<file path="src/rtl/cskip_serial_add_ctrl.sv">
// Nibble-serial WIDTH-bit add/subtract sequencer around one 4-bit carry-skip slice.
// Optional skip-statistics counter and port enabled by defining CSKIP_SKIP_STATS_EN.

module fourbit_carry_skip_block (
  input  logic [3:0] a_i,
  input  logic [3:0] b_i,
  input  logic       ci_i,
  output logic [3:0] s_o,
  output logic       co_o
);

  logic [3:0] g;
  logic [3:0] p;
  logic [4:0] c;

  always_comb begin
    // NOTE: every variable gets a default at the top of an always_comb so no path can infer a latch.
    g    = a_i & b_i;
    p    = a_i ^ b_i;
    c    = '0;
    c[0] = ci_i;
    for (int i = 0; i < 4; i++) begin
      c[i+1] = g[i] | (p[i] & c[i]);
    end
    s_o  = p ^ c[3:0];
    // When every bit propagates, the incoming carry bypasses the ripple chain.
    co_o = (&p) ? ci_i : c[4];
  end

endmodule

module cskip_serial_add_ctrl #(
  parameter int WIDTH = 32
) (
  input  logic             clk,
  input  logic             reset,
  input  logic             start,
  input  logic             sub,
  input  logic             cin,
  input  logic [WIDTH-1:0] a,
  input  logic [WIDTH-1:0] b,
  output logic             busy,
  output logic             done,
  output logic [WIDTH-1:0] s,
  output logic             cout,
  output logic             ovf
`ifdef CSKIP_SKIP_STATS_EN
  ,
  output logic [$clog2(WIDTH/4+1)-1:0] skip_cnt
`endif
);

  localparam int NSLICE = WIDTH / 4;
  localparam int IDXW   = (NSLICE > 1) ? $clog2(NSLICE) : 1;
  localparam logic [IDXW-1:0] IDX_LAST = IDXW'(NSLICE - 1);

  typedef enum logic [1:0] {
    IDLE = 2'd0,
    RUN  = 2'd1,
    DONE = 2'd2
  } state_t;

  state_t           state_q;
  logic [WIDTH-1:0] a_q;
  logic [WIDTH-1:0] b_q;
  logic             carry_q;
  logic [IDXW-1:0]  idx_q;
  logic             busy_q;
  logic             done_q;
  logic [WIDTH-1:0] s_q;
  logic             cout_q;
  logic             ovf_q;

  logic [WIDTH-1:0] b_d;
  logic             carry_d;
  logic [3:0]       a_nib;
  logic [3:0]       b_nib;
  logic [3:0]       sum_nib;
  logic             slice_co;
  logic             last_step;

  // b_q holds the already-inverted operand, so subtraction is a + ~b + 1.
  always_comb begin
    b_d       = sub ? ~b : b;
    carry_d   = sub ? 1'b1 : cin;
    a_nib     = a_q[4*idx_q +: 4];
    b_nib     = b_q[4*idx_q +: 4];
    last_step = (idx_q == IDX_LAST);
  end

  fourbit_carry_skip_block u_slice (
    .a_i  (a_nib),
    .b_i  (b_nib),
    .ci_i (carry_q),
    .s_o  (sum_nib),
    .co_o (slice_co)
  );

`ifdef CSKIP_SKIP_STATS_EN
  localparam int SKW = $clog2(NSLICE + 1);
  logic [SKW-1:0] skip_q;
  logic           skip_hit;

  always_comb begin
    skip_hit = &(a_nib ^ b_nib);
  end

  always_ff @(posedge clk or posedge reset) begin
    if (reset) begin
      skip_q <= '0;
    end else if ((state_q != RUN) && start) begin
      skip_q <= '0;
    end else if ((state_q == RUN) && skip_hit) begin
      skip_q <= skip_q + 1'b1;
    end
  end

  assign skip_cnt = skip_q;
`endif

  always_ff @(posedge clk or posedge reset) begin
    if (reset) begin
      state_q <= IDLE;
      a_q     <= '0;
      b_q     <= '0;
      carry_q <= 1'b0;
      idx_q   <= '0;
      busy_q  <= 1'b0;
      done_q  <= 1'b0;
      s_q     <= '0;
      cout_q  <= 1'b0;
      ovf_q   <= 1'b0;
    end else begin
      // NOTE: non-blocking assignments so every register samples the pre-edge values.
      done_q <= 1'b0;
      case (state_q)
        IDLE, DONE: begin
          if (start) begin
            a_q     <= a;
            b_q     <= b_d;
            carry_q <= carry_d;
            idx_q   <= '0;
            busy_q  <= 1'b1;
            state_q <= RUN;
          end else begin
            state_q <= IDLE;
          end
        end
        RUN: begin
          s_q[4*idx_q +: 4] <= sum_nib;
          carry_q           <= slice_co;
          idx_q             <= idx_q + 1'b1;
          if (last_step) begin
            state_q <= DONE;
            busy_q  <= 1'b0;
            done_q  <= 1'b1;
            cout_q  <= slice_co;
            // Carry into the MSB xor carry out of it.
            ovf_q   <= a_q[WIDTH-1] ^ b_q[WIDTH-1] ^ sum_nib[3] ^ slice_co;
          end
        end
        default: state_q <= IDLE;
      endcase
    end
  end

  assign busy = busy_q;
  assign done = done_q;
  assign s    = s_q;
  assign cout = cout_q;
  assign ovf  = ovf_q;

endmodule

</file>
<file path="config.mk">
export PLATFORM = sky130hd
export DESIGN_NAME = cskip_serial_add_ctrl
export DESIGN_NICKNAME = d
export VERILOG_FILES = /design/src/rtl/cskip_serial_add_ctrl.sv
export SDC_FILE = /design/constraint.sdc
export NUM_CORES = 1
export LEC_CHECK = 0
export CORE_ASPECT_RATIO = 1.4
export CORE_MARGIN = 5
export CORE_UTILIZATION = 35
export CTS_CLUSTER_DIAMETER = 120
export DETAILED_ROUTE_END_ITERATION = 7
export PLACE_DENSITY_LB_ADDON = 0.25
export SYNTH_ARGS = -nofsm -noshare
export SYNTH_HDL_FRONTEND = slang
export SYNTH_SLANG_ARGS = --single-unit
</file>
<file path="constraint.sdc">
create_clock -name clk -period 3.4 [get_ports clk]
set_clock_uncertainty 0.2 [all_clocks]
set_input_delay 0.68 -clock clk [delete_from_list [all_inputs] [get_ports clk]]
set_output_delay 0.68 -clock clk [all_outputs]
set_load 0.1 [all_outputs]
</file>
# --- Word level (Yosys, flattened, before mapping) ---
# Index checks and enable logic that the tools add are counted.
word_totals:
  register_bits: 106
  latch_bits: 0
  ram_bits: 0
  romBits: 0
  in_bits: 69
  output_inout_bits: 36
  memories: 0
op_classes:
  addsub: 2
  multipliers: 0
  div: 0
  magnitude_cmp: 0
  eq_ne: 5
  n_shift: 4
  muxes: 16
  bitwise: 15
  n_reduce_logical: 8
op_table:
  columns: ["op", "count"]
  rows:
  - ["$shiftx 32x6->4", 2]
  - ["$neg 5->34", 1]
  - ["$shift 4x34->32 const A", 1]
  - ["$shiftx 4x34->32", 1]
  - ["$bwmux 32", 1]
  - ["$mux 32", 1]
  - ["$not 32->32", 1]
  - ["$mux 1", 8]
  - ["$xor 4x4->4", 2]
  - ["$pmux 3 s2", 1]
  - ["$reduce_and 2->1", 3]
  - ["$and 1x1->1", 4]
  - ["$and 4x4->4", 1]
  - ["$ne 2x2->1 const B", 2]
  - ["$or 1x1->1", 4]
  - ["$pmux 1 s2", 2]
  - ["$pmux 2 s2", 1]
  - ["$reduce_and 4->1", 1]
  - ["$add 3x1->3 const B", 1]
  - ["$eq 3x3->1 const B", 1]
  - ["$mux 3", 1]
  - ["$reduce_and 3->1", 1]
  - ["$xor 1x1->1", 3]
  - ["$eq 2x1->1 const B", 1]
  - ["5 further kinds", 5]

# --- Logic depth before layout (Yosys ltp) ---
depth:
  word_depth: 12
  ltp_mapped: 16

# --- Modules after synthesis ---
# A second synthesis with hierarchy kept.
unflattened:
  cells_unflattened: 486
  hier_area_um2: 5181.2
modules_own_cells:
  columns: ["module", "instances", "cells_each", "area_each_um2", "seq_area_each_um2"]
  rows:
  - ["cskip_serial_add_ctrl", 1, 467, 5001.0, 2652.5]
  - ["fourbit_carry_skip_block", 1, 19, 180.2, 0.0]

# --- Least setup slack after synthesis ---
# No wires, ideal clock.
synth_timing:
  kind: "reg2reg"
  from: "reg idx_q[0]"
  to: "reg ovf_q, in the netlist ovf"
  arrival_time_ns: 3.386
  required_ns: 3.071
  path_slack_ns: -0.315
  stages_incl_launch_ff: 17
  path_cell_list: "dfrtp_1 > buf_6 > buf_12 > buf_8 > mux4_1 > nand2_1 > nand2_1 > fa_1 > inv_1 > fa_1 > fa_1 > inv_1 > fa_1 > xor2_1 > xnor2_1 > xnor2_1 > o21ai_0"
synth_between:
  elab_chain_len: 12
  word_cells_on_any_way: 19
synth_lines:
  columns: ["element", "line_no", "source"]
  rows:
  - ["start: declaration", "67", "logic [IDXW-1:0] idx_q;"]
  - ["start signal: assignment", "152", "idx_q <= idx_q + 1'b1;"]
  - ["$shiftx 32x6->4, on equally long branches", "86, 87", null]
  - ["$xor 4x4->4", "19", "p = a_i ^ b_i;"]
  - ["$and 1x1->1", "23", "c[i+1] = g[i] | (p[i] & c[i]);"]
  - ["$or 1x1->1", "23", null]
  - ["$and 1x1->1", "23", null]
  - ["$or 1x1->1", "23", null]
  - ["$and 1x1->1", "23", null]
  - ["$or 1x1->1", "23", null]
  - ["$and 1x1->1", "23", null]
  - ["$or 1x1->1", "23", null]
  - ["$mux 1", "27", "co_o = (&p) ? ci_i : c[4];"]
  - ["$xor 1x1->1", "159", "ovf_q <= a_q[WIDTH-1] ^ b_q[WIDTH-1] ^ sum_nib[3] ^ slice_co;"]
  - ["end signal: assignment", "159", null]
  - ["end: declaration", "72", "logic ovf_q;"]
# Several ways; a longest one is shown, not always the timed one.
# A chain may end at the register's enable or synchronous reset.

# --- Final worst setup path ---
# Same ends and word-level chain as after synthesis.

==> impl_metrics.json <==
{
  "cts_buffers": 9,
  "grtUsageTotal_pct": 14.4,
  "cts.sinks": 106,
  "gr-total-overflow": 0,
  "synth_top_area_share_pct": 50.4,
  "ff2ff_setup_slack_ns": 0.01,
  "cts_tree": "done",
  "finalWorstSetupSlack_ns": 0.00966,
  "dieArea_um2": 17600,
  "antenna_left": 0,
  "core_um2": 14900,
  "gp_congestion": 0.859,
  "fin_crit_ns": 3.39,
  "critPathBufInv": 2,
  "reg2reg_from": "idx_q[0]$_DFFE_PP0P_",
  "hold_path.class": "flop to flop",
  "maxCapViolations": 0,
  "ctsHoldBuffers": 0,
  "synth_nets": 573,
  "synth.distinct_cells": 35,
  "crit_path_frequent_cell": "fa_2",
  "synth_area_leader_cell": "dfrtp_1",
  "holdPathEnd": "a_q[6]$_DFFE_PP0P_",
  "ctsRootBufferMaster": "clkbuf_16",
  "outcome": "complete, no violations",
  "diodes": 0,
  "drt_first_pass_iters": 4,
  "critical-path-top-delay-family": "adder cells",
  "grt_pass1_wl_um": 19700,
  "stdcell_area_um2": 6700,
  "slowest_delay_ns": 0.56,
  "worstPathMaxFanout": 6,
  "grt_max_degree": 95,
  "hold_depth": 2,
  "fmax_ghz": 0.295,
  "port-buffer-count": 104,
  "grt_pass1_vias": 3827,
  "ys_ff_latch": 106,
  "required_ns": 3.42,
  "ios": 105,
  "critical_path_class": "flop to flop",
  "nets": 668,
  "final_cell_mix": "nand2_1, dfrtp_1, clkdlybuf4s50_1",
  "r2r_end": "ovf$_DFFE_PP0P_",
  "finalSetupViolCount": 0,
  "hold_violations": 0,
  "start_util_pct": 35.3,
  "cts_buffer_depth": 2,
  "htreeDepth": 3,
  "rsz0062_at_grt": "true",
  "synth_cells": 489,
  "worstRegToRegCells": 13,
  "synthTopCellsByArea": "dfrtp_1, nand2_1, mux4_1",
  "end_kind": "flop",
  "wl_per_cell_um": 15.4,
  "finalCritPeriodShare_pct": 99.7,
  "worst_slew_pin_slew_ns": 0.853,
  "syn-cell-area_um2": 5260,
  "syn2layout_area_growth_pct": 27.3,
  "cp.arrival_ns": 3.42,
  "yosysWarningCount": 0,
  "rows": 53,
  "worstPathCellList": "mux4_2 -> nand2_2 -> nand2_2 -> fa_2 -> inv_2 -> fa_2 -> fa_2 -> inv_2 -> fa_2 -> xor2_1 -> xnor2_1 -> xnor2_1 -> o21ai_1",
  "mostFrequentLayoutCell": "nand2_1",
  "drtIter0Drc": 187,
  "die_h_um": 155,
  "slowest_stage": "fa_2",
  "die_x_um": 114,
  "drc": 0,
  "dp_hpwl_um": 9380,
  "antenna_found_initial": 0,
  "avgViaCountPerCell": 4.67,
  "final_max_slew_viol_count": 0,
  "clkSlewWorstSetupHoldPaths_ns": 0.07,
  "final_util_pct": 44.9,
  "syn_avg_cell_area_um2": 10.8,
  "ys_seq_area_share_pct": 50.4,
  "worstSkewPairLatency_ns": 0.35,
  "layout-drive-gt1-share_pct": 18.2,
  "dpl-instance-area_um2": 6410,
  "cp-start-kind": "flop",
  "pre_cts_slack_ns": -0.133,
  "vias": 3647,
  "nFillCells": 1441,
  "hp-start": "a_q[6]$_DFFE_PP0P_",
  "drt-total-wl_um": 12000,
  "relSlewSlack_pct": 43.1
}
-- worst max-delay path by stage --
stage	startpoint	end	slack (ns)	cells past startpoint
after floorplan	idx_q[0]$_DFFE_PP0P_	ovf$_DFFE_PP0P_	-0.17	16
after global placement	idx_q[0]$_DFFE_PP0P_	ovf$_DFFE_PP0P_	-0.03	13
after detailed placement	idx_q[0]$_DFFE_PP0P_	ovf$_DFFE_PP0P_	-0.13	13
after CTS	idx_q[0]$_DFFE_PP0P_	ovf$_DFFE_PP0P_	-0.04	13
after global routing	idx_q[0]$_DFFE_PP0P_	ovf$_DFFE_PP0P_	-0.12	13
final	idx_q[0]$_DFFE_PP0P_	ovf$_DFFE_PP0P_	0.01	13
-- stage by stage --
stage,hold slack [ns],setup TNS (ns),std cells
6_report,0.269,0,781
5_1_grt,0.299,-0.276,781
4_1_cts,0.272,-0.0355,781
3_5_place_dp,0.255,-0.246,765
3_3_place_gp,0.253,-0.0293,765
2_1_floorplan,0.237,-0.426,489
-- logic make-up after synthesis --
logic type	after synthesis	share of synthesized area, %
mux	49	15.7
compound gates	40	3.99
fa+ha+maj	15	4.14
buf+inv	49	4.49
flops	106	50.4
simple gates	195	15.5
xor+xnor	35	5.82
-- area by class of cell --
type	instances	area, um2	area share [%]
Timing Repair Buffer	117	1070	16.0
Inverter	16	63.8	0.952
Clock buffer	10	229	3.42
Multi-Input combinational cell	334	2390	35.6
Clock inverter	6	57.6	0.859
Sequential cell	106	2650	39.6
Tap cell	192	240	3.58
-- state kept, by name, indices dropped and copies added (netlist names) --
signal and flops:
state_q 2, busy 1, cout 1, a_q 32, s 32, done 1, idx_q 3, b_q 32
ovf 1, carry_q 1
-- worst reg2reg max path, stage by stage (launching register included) --
cell and delay, ns:
dfrtp_2 0.45, mux4_2 0.53, nand2_2 0.08, nand2_2 0.08
fa_2 0.36, inv_2 0.07, fa_2 0.18, fa_2 0.20
inv_2 0.04, fa_2 0.56, xor2_1 0.18, xnor2_1 0.15
xnor2_1 0.14, o21ai_1 0.07
-- cells in the mapped netlist (all sizes together) --
cell    instances
o211ai          1
o21ai          37
fa              4
xnor2          34
nor2b           3
buf            15
and2            4
xor2            1
nand2         155
nand2b          4
clkinv          1
nor3            7
ha             11
nor2           12
nand4b          1
nand3           1
clkbuf         18
nand4           1
inv            15
dfrtp         106
a22o            2
or2b            1
and3            6
mux4           16
mux2i           5
mux2           28
-- timing repair --
item                                   CTS  global route
setup endpoints to repair                7             7
pin swaps                                5             2
buffers inserted                         0             0
resized for setup                        8             1
endpoints found under the hold margin    0             0
-- metal layers --
layer	vias to the layer above	wire (um)	track usage [%]
met5	-	0	0
met4	0	304	6.76
met3	17	445	2.06
met2	77	6600	26.0
met1	1761	4690	16.4
li1	1792	-	-
Power is not shown: default switching activity piles up to over one toggle a cycle in this logic, so the estimate is an artifact.
